==> src/rtl/ci_pkg.sv <==
// ci_pkg: shared types and constants for the CI bus initiator.
// Provides bus widths, FSM state encoding and the watchdog-off value.
package ci_pkg;

    localparam int ciIdWidth   = 8;
    localparam int ciDataWidth = 32;

    // A load value of zero means "wait for ciDone forever".
    localparam logic [31:0] watchdogDisabled = 32'd0;

    localparam logic [1:0] stateIdle    = 2'd0;
    localparam logic [1:0] stateIssue   = 2'd1;
    localparam logic [1:0] stateWait    = 2'd2;
    localparam logic [1:0] stateRespond = 2'd3;

    typedef enum logic [1:0] {
        stIdle    = stateIdle,
        stIssue   = stateIssue,
        stWait    = stateWait,
        stRespond = stateRespond
    } ciState_e;

endpackage

==> src/rtl/ci_watchdog.sv <==
// ci_watchdog: 32-bit down-counter bounding the wait for ciDone.
// Ports: clock, reset (async, high), load, enable (ciCke),
//        loadValue (reload / disable when 0), expired (count hit 0).
module ci_watchdog
    import ci_pkg::*;
(
    input  logic                   clock,
    input  logic                   reset,
    input  logic                   load,
    input  logic                   enable,
    input  logic [ciDataWidth-1:0] loadValue,
    output logic                   expired
);

    logic [ciDataWidth-1:0] count;

    // Counts down only in qualified cycles and rests at zero.
    always_ff @(posedge clock or posedge reset) begin
        if (reset) begin
            count <= '0;
        end else if (load) begin
            count <= loadValue;
        end else if (enable && (count != '0)) begin
            count <= count - 32'd1;
        end
    end

    // A zero load value disables the watchdog entirely.
    assign expired = (count == '0) && (loadValue != watchdogDisabled);

endmodule

==> src/rtl/ci_issue_unit.sv <==
// ci_issue_unit: initiator side of the custom-instruction bus.
// Ports: clock, reset (async, high), hold (freeze, ciCke = ~hold),
//   req{Valid,Ready,N,ValueA,ValueB} request in,
//   rsp{Valid,Ready,Result,Timeout} response out,
//   ci{Start,Cke,N,ValueA,ValueB} to responders, ciDone/ciResult back,
//   strayDone sticky flag for done seen while no CI is outstanding.
module ci_issue_unit
    import ci_pkg::*;
#(
    parameter logic [31:0] timeoutCycles = 32'd0
) (
    input  logic                   clock,
    input  logic                   reset,
    input  logic                   hold,
    input  logic                   reqValid,
    output logic                   reqReady,
    input  logic [ciIdWidth-1:0]   reqN,
    input  logic [ciDataWidth-1:0] reqValueA,
    input  logic [ciDataWidth-1:0] reqValueB,
    output logic                   rspValid,
    input  logic                   rspReady,
    output logic [ciDataWidth-1:0] rspResult,
    output logic                   rspTimeout,
    output logic                   ciStart,
    output logic                   ciCke,
    output logic [ciIdWidth-1:0]   ciN,
    output logic [ciDataWidth-1:0] ciValueA,
    output logic [ciDataWidth-1:0] ciValueB,
    input  logic                   ciDone,
    input  logic [ciDataWidth-1:0] ciResult,
    output logic                   strayDone
);

    ciState_e               state;
    ciState_e               stateNext;
    logic                   ciStartNext;
    logic [ciIdWidth-1:0]   ciNNext;
    logic [ciDataWidth-1:0] ciValueANext;
    logic [ciDataWidth-1:0] ciValueBNext;
    logic                   rspValidNext;
    logic [ciDataWidth-1:0] rspResultNext;
    logic                   rspTimeoutNext;
    logic                   strayDoneNext;
    logic                   wdLoad;
    logic                   wdExpired;

    assign ciCke    = ~hold;
    assign reqReady = (state == stIdle);

    ci_watchdog uWatchdog (
        .clock     (clock),
        .reset     (reset),
        .load      (wdLoad),
        .enable    (ciCke),
        .loadValue (timeoutCycles),
        .expired   (wdExpired)
    );

    always_ff @(posedge clock or posedge reset) begin
        if (reset) begin
            state      <= stIdle;
            ciStart    <= 1'b0;
            ciN        <= '0;
            ciValueA   <= '0;
            ciValueB   <= '0;
            rspValid   <= 1'b0;
            rspResult  <= '0;
            rspTimeout <= 1'b0;
            strayDone  <= 1'b0;
        end else begin
            state      <= stateNext;
            ciStart    <= ciStartNext;
            ciN        <= ciNNext;
            ciValueA   <= ciValueANext;
            ciValueB   <= ciValueBNext;
            rspValid   <= rspValidNext;
            rspResult  <= rspResultNext;
            rspTimeout <= rspTimeoutNext;
            strayDone  <= strayDoneNext;
        end
    end

    always_comb begin
        stateNext      = state;
        ciStartNext    = ciStart;
        ciNNext        = ciN;
        ciValueANext   = ciValueA;
        ciValueBNext   = ciValueB;
        rspValidNext   = rspValid;
        rspResultNext  = rspResult;
        rspTimeoutNext = rspTimeout;
        wdLoad         = 1'b0;

        unique case (state)
            stIdle: begin
                if (reqValid && !hold) begin
                    ciNNext      = reqN;
                    ciValueANext = reqValueA;
                    ciValueBNext = reqValueB;
                    ciStartNext  = 1'b1;
                    stateNext    = stIssue;
                end
            end
            stIssue: begin
                // The strobe only counts once ciCke is high.
                if (!hold) begin
                    ciStartNext = 1'b0;
                    if (ciDone) begin
                        rspValidNext   = 1'b1;
                        rspResultNext  = ciResult;
                        rspTimeoutNext = 1'b0;
                        stateNext      = stRespond;
                    end else begin
                        wdLoad    = 1'b1;
                        stateNext = stWait;
                    end
                end
            end
            stWait: begin
                // A real done beats a simultaneous expiry.
                if (ciDone) begin
                    rspValidNext   = 1'b1;
                    rspResultNext  = ciResult;
                    rspTimeoutNext = 1'b0;
                    stateNext      = stRespond;
                end else if (wdExpired) begin
                    rspValidNext   = 1'b1;
                    rspResultNext  = '0;
                    rspTimeoutNext = 1'b1;
                    stateNext      = stRespond;
                end
            end
            stRespond: begin
                if (rspReady) begin
                    rspValidNext = 1'b0;
                    stateNext    = stIdle;
                end
            end
            default: begin
                stateNext = stIdle;
            end
        endcase

        strayDoneNext = strayDone |
            (ciDone & ((state == stIdle) | (state == stRespond)));
    end

endmodule

==> config.mk <==
export PLATFORM = sky130hd
export DESIGN_NAME = ci_issue_unit
export DESIGN_NICKNAME = d
export VERILOG_FILES = /design/src/rtl/ci_pkg.sv /design/src/rtl/ci_watchdog.sv /design/src/rtl/ci_issue_unit.sv
export SDC_FILE = /design/constraint.sdc
export NUM_CORES = 1
export LEC_CHECK = 0
export ABC_CLOCK_PERIOD_IN_PS = 11500
export CORE_AREA = 2 2 88 123
export DETAILED_ROUTE_END_ITERATION = 10
export DIE_AREA = 0 0 90 125
export MAX_ROUTING_LAYER = met4
export PLACE_DENSITY_LB_ADDON = 0.08
export SETUP_SLACK_MARGIN = 0.2
export SLEW_MARGIN = 20
export SYNTH_ARGS = -nofsm -noshare
export SYNTH_HDL_FRONTEND = slang
export SYNTH_SLANG_ARGS = --single-unit
export TNS_END_PERCENT = 20
==> constraint.sdc <==
create_clock -name clock -period 11.5 [get_ports clock]
set_clock_uncertainty 0.1 [all_clocks]
set_input_delay 2.3 -clock clock [delete_from_list [all_inputs] [get_ports clock]]
set_output_delay 2.3 -clock clock [all_outputs]
set_load 0.01 [all_outputs]
==> flow_summary.json <==
{
  "grt_pass1_vias": 3038,
  "synth_seq_cells": 109,
  "die-area_sq_mm": 0.0113,
  "reg2reg_depth": 4,
  "hpwl_mm": 7.19,
  "routed.top_layer": "met4",
  "endpoint_kind": "output port",
  "synthDistinctLibCells": 21,
  "min_from": "strayDone",
  "drv_slew": 0,
  "area_growth_pct": 59.1,
  "outcome": "complete, no violations",
  "cpMaxStageDelayCell": "clkdlybuf4s50_1",
  "drtIter0Drc": 92,
  "start_util_pct": 41.7,
  "met1Wirelength_mm": 4.02,
  "clkTransAtPathRegs_ns": 0.06,
  "portBuffers": 218,
  "combinationalPowerShare_pct": 46.5,
  "tightestPinTransition_ns": 1.06,
  "finalPower_mw": 1.81,
  "syn-cell-area_sq_mm": 0.00427,
  "yosysSeqAreaShare_pct": 63.8,
  "hp-class": "flip-flop to flip-flop",
  "internal_power_mw": 1.29,
  "vdd.ir_drop.worst_mv": 0.146,
  "die_width_microns": 90,
  "mostFrequentLayoutCells": "218 x clkdlybuf4s50_1, 109 x dfrtp_1, 96 x mux2_2, 9 x clkbuf_16",
  "r2r_slack_ns": 8.95,
  "fin_tns_setup_ns": 0,
  "syn_avg_cell_area_sq_um": 16.6,
  "crit_buf_inv": 3,
  "nets": 591,
  "wl_per_cell_microns": 15.9,
  "gp_congestion": 0.804,
  "core_area_sq_mm": 0.0102,
  "drt_first_pass_iters": 4,
  "layout_min_cycle_time_ns": 5.87,
  "max_freq_ghz": 0.170,
  "grt_pass1_wl_mm": 15.6,
  "met2_length_mm": 4.89,
  "antenna_found_initial": 0,
  "dieHeight_microns": 125,
  "wl_mm": 9.81,
  "cts_tree": "done",
  "period_share_pct": 51.1,
  "vias": 2871,
  "clock_path_buffers": 2,
  "crit_chain": "clkdlybuf4s50_1 > inv_1 > clkdlybuf4s50_1",
  "synth_nets": 372,
  "avgViaCountPerCell": 4.64,
  "ys_warn_count": 0,
  "synth_edf_count": 0,
  "wl_met3_microns": 717,
  "slew-limit-headroom_pct": 29.6,
  "cap_violations": 0,
  "cts_buffers": 9,
  "rows": 44,
  "cp_top_family": "buffers and inverters",
  "clock_latency_ns": 0.33,
  "path_class": "primary input to output port",
  "r2r-start": "state[0]",
  "hold_violations": 0,
  "cellPowerDensity_mw_per_mm2": 266,
  "drive_gt1_share_pct": 25.6,
  "synthArstFlopShare_pct": 100,
  "min_path_cells": 1,
  "grt_max_degree": 74,
  "grt.overflow.total": 0,
  "cts_hold_buf": 0,
  "switching_power_mw": 0.521,
  "ctsResizeCount": 0,
  "critical_path.max_fanout": 5,
  "setup-violations-final": 0,
  "grt.total_usage_pct": 18.2,
  "rsz0062_at_grt": "false",
  "synth_ff_type": "dfrtp_1",
  "slowest_delay_ns": 0.55,
  "clock-sinks": 109,
  "n_fill_cell": 808,
  "hold_end": "strayDone",
  "crit_top_cell": "clkdlybuf4s50_1",
  "drc_errors": 0,
  "mostFrequentLayoutCell": "clkdlybuf4s50_1",
  "worstPathArrival_ns": 3.47,
  "clkPwrFrac_pct": 16.4,
  "p_leak_nw": 2.92,
  "swShare_pct": 28.8,
  "pwr-share-seq_pct": 37.1,
  "antenna_cells": 0,
  "required_ns": 9.10,
  "timing.rr.end": "ciN[2]",
  "clockRootBuffer": "clkbuf_16",
  "cts_max_level": 3,
  "post_cts_buffers": 0,
  "startpoint_type": "primary input",
  "ant_nets": 0,
  "pin_count": 220,
  "syn_inst": 258
}
[cells by family (layout without fill, tap and decap cells)]
| family | after synthesis | count (layout) | share of synthesized area, % |
|---|---|---|---|
| buffers and inverters | 20 | 243 | 3.60 |
| adders and majority gates | 4 | 4 | 1.17 |
| muxes | 106 | 106 | 28.6 |
| AOI/OAI and AO/OA | 12 | 12 | 1.82 |
| other | 1 | 1 | 0.0878 |
| and+or+nand+nor | 6 | 6 | 0.908 |
| DFF | 109 | 109 | 63.8 |
[cells in the mapped netlist, drive strengths merged, types with 2 or more instances]
master / count / share of area, %
a21o: 2 / 0.38
a21oi: 3 / 0.35
buf: 11 / 2.8
dfrtp: 109 / 64
ha: 4 / 1.2
inv: 9 / 0.79
mux2: 104 / 28
mux2i: 2 / 0.47
nand2: 3 / 0.32
nor2: 2 / 0.18
o21ai: 3 / 0.35
[state kept, by name, summed over array words and instances (netlist names)]
signal and flops:
rspValid 1, ciStart 1, rspResult 32, state 2, strayDone 1, ciN 8, ciValueA 32, ciValueB 32
[metal layers]
| layer | up-vias | GRT usage, % |
|---|---|---|
| met5 | - | - |
| met4 | 0 | 6.33 |
| met2 | 129 | 28.5 |
| li1 | 1329 | - |
| met3 | 11 | 6.33 |
| met1 | 1402 | 22.0 |
[worst max path at each step]
stage,start,endpoint,slack [ns],depth (start not counted)
CTS,hold,ciCke,5.61,3
detailed placement,hold,ciCke,5.61,3
finish,hold,ciCke,5.63,3
global placement,hold,ciCke,5.63,3
global route,hold,ciCke,5.57,3
floorplan,reset,ciN[0],6.23,1
[worst register-to-register path: stages (launching register included)]
cell and delay, ns:
dfrtp_1 0.45, inv_1 0.12, ha_1 0.31, nand3_4 0.80
mux2_2 0.65
[power by group through the flow]
stage	clock (mW)	combinational, mW	sequential [mW]
after floorplan	0	0.290	0.763
after global placement	0	0.839	0.666
after detailed placement	0	0.851	0.677
after CTS	0.307	0.852	0.672
after global routing	0.325	0.888	0.699
final	0.297	0.839	0.670
[metrics by stage]
stage / hold slack (ns) / cell area, sq um / utilization (%) / std cells / setup slack (ns)
final: 0.374 / 6800 / 66.4 / 619 / 5.63
after global routing: 0.398 / 6800 / 66.4 / 619 / 5.57
after CTS: 0.373 / 6800 / 66.4 / 619 / 5.61
after detailed placement: 0.345 / 6520 / 63.6 / 604 / 5.61
after global placement: 0.346 / 6520 / 63.6 / 604 / 5.63
after floorplan: 0.393 / 4270 / - / 258 / 6.23
[cell type report]
cell class	count	area, sq um	share of cell area, %
sequential	109	2730	40.1
timing repair buffer	219	2190	32.2
multi-input combinational	129	1390	20.5
clock buffer	10	229	3.37
tap	138	173	2.54
clock inverter	5	52.6	0.773
inverter	9	36.3	0.534
Power figures use the tool's default switching activity.
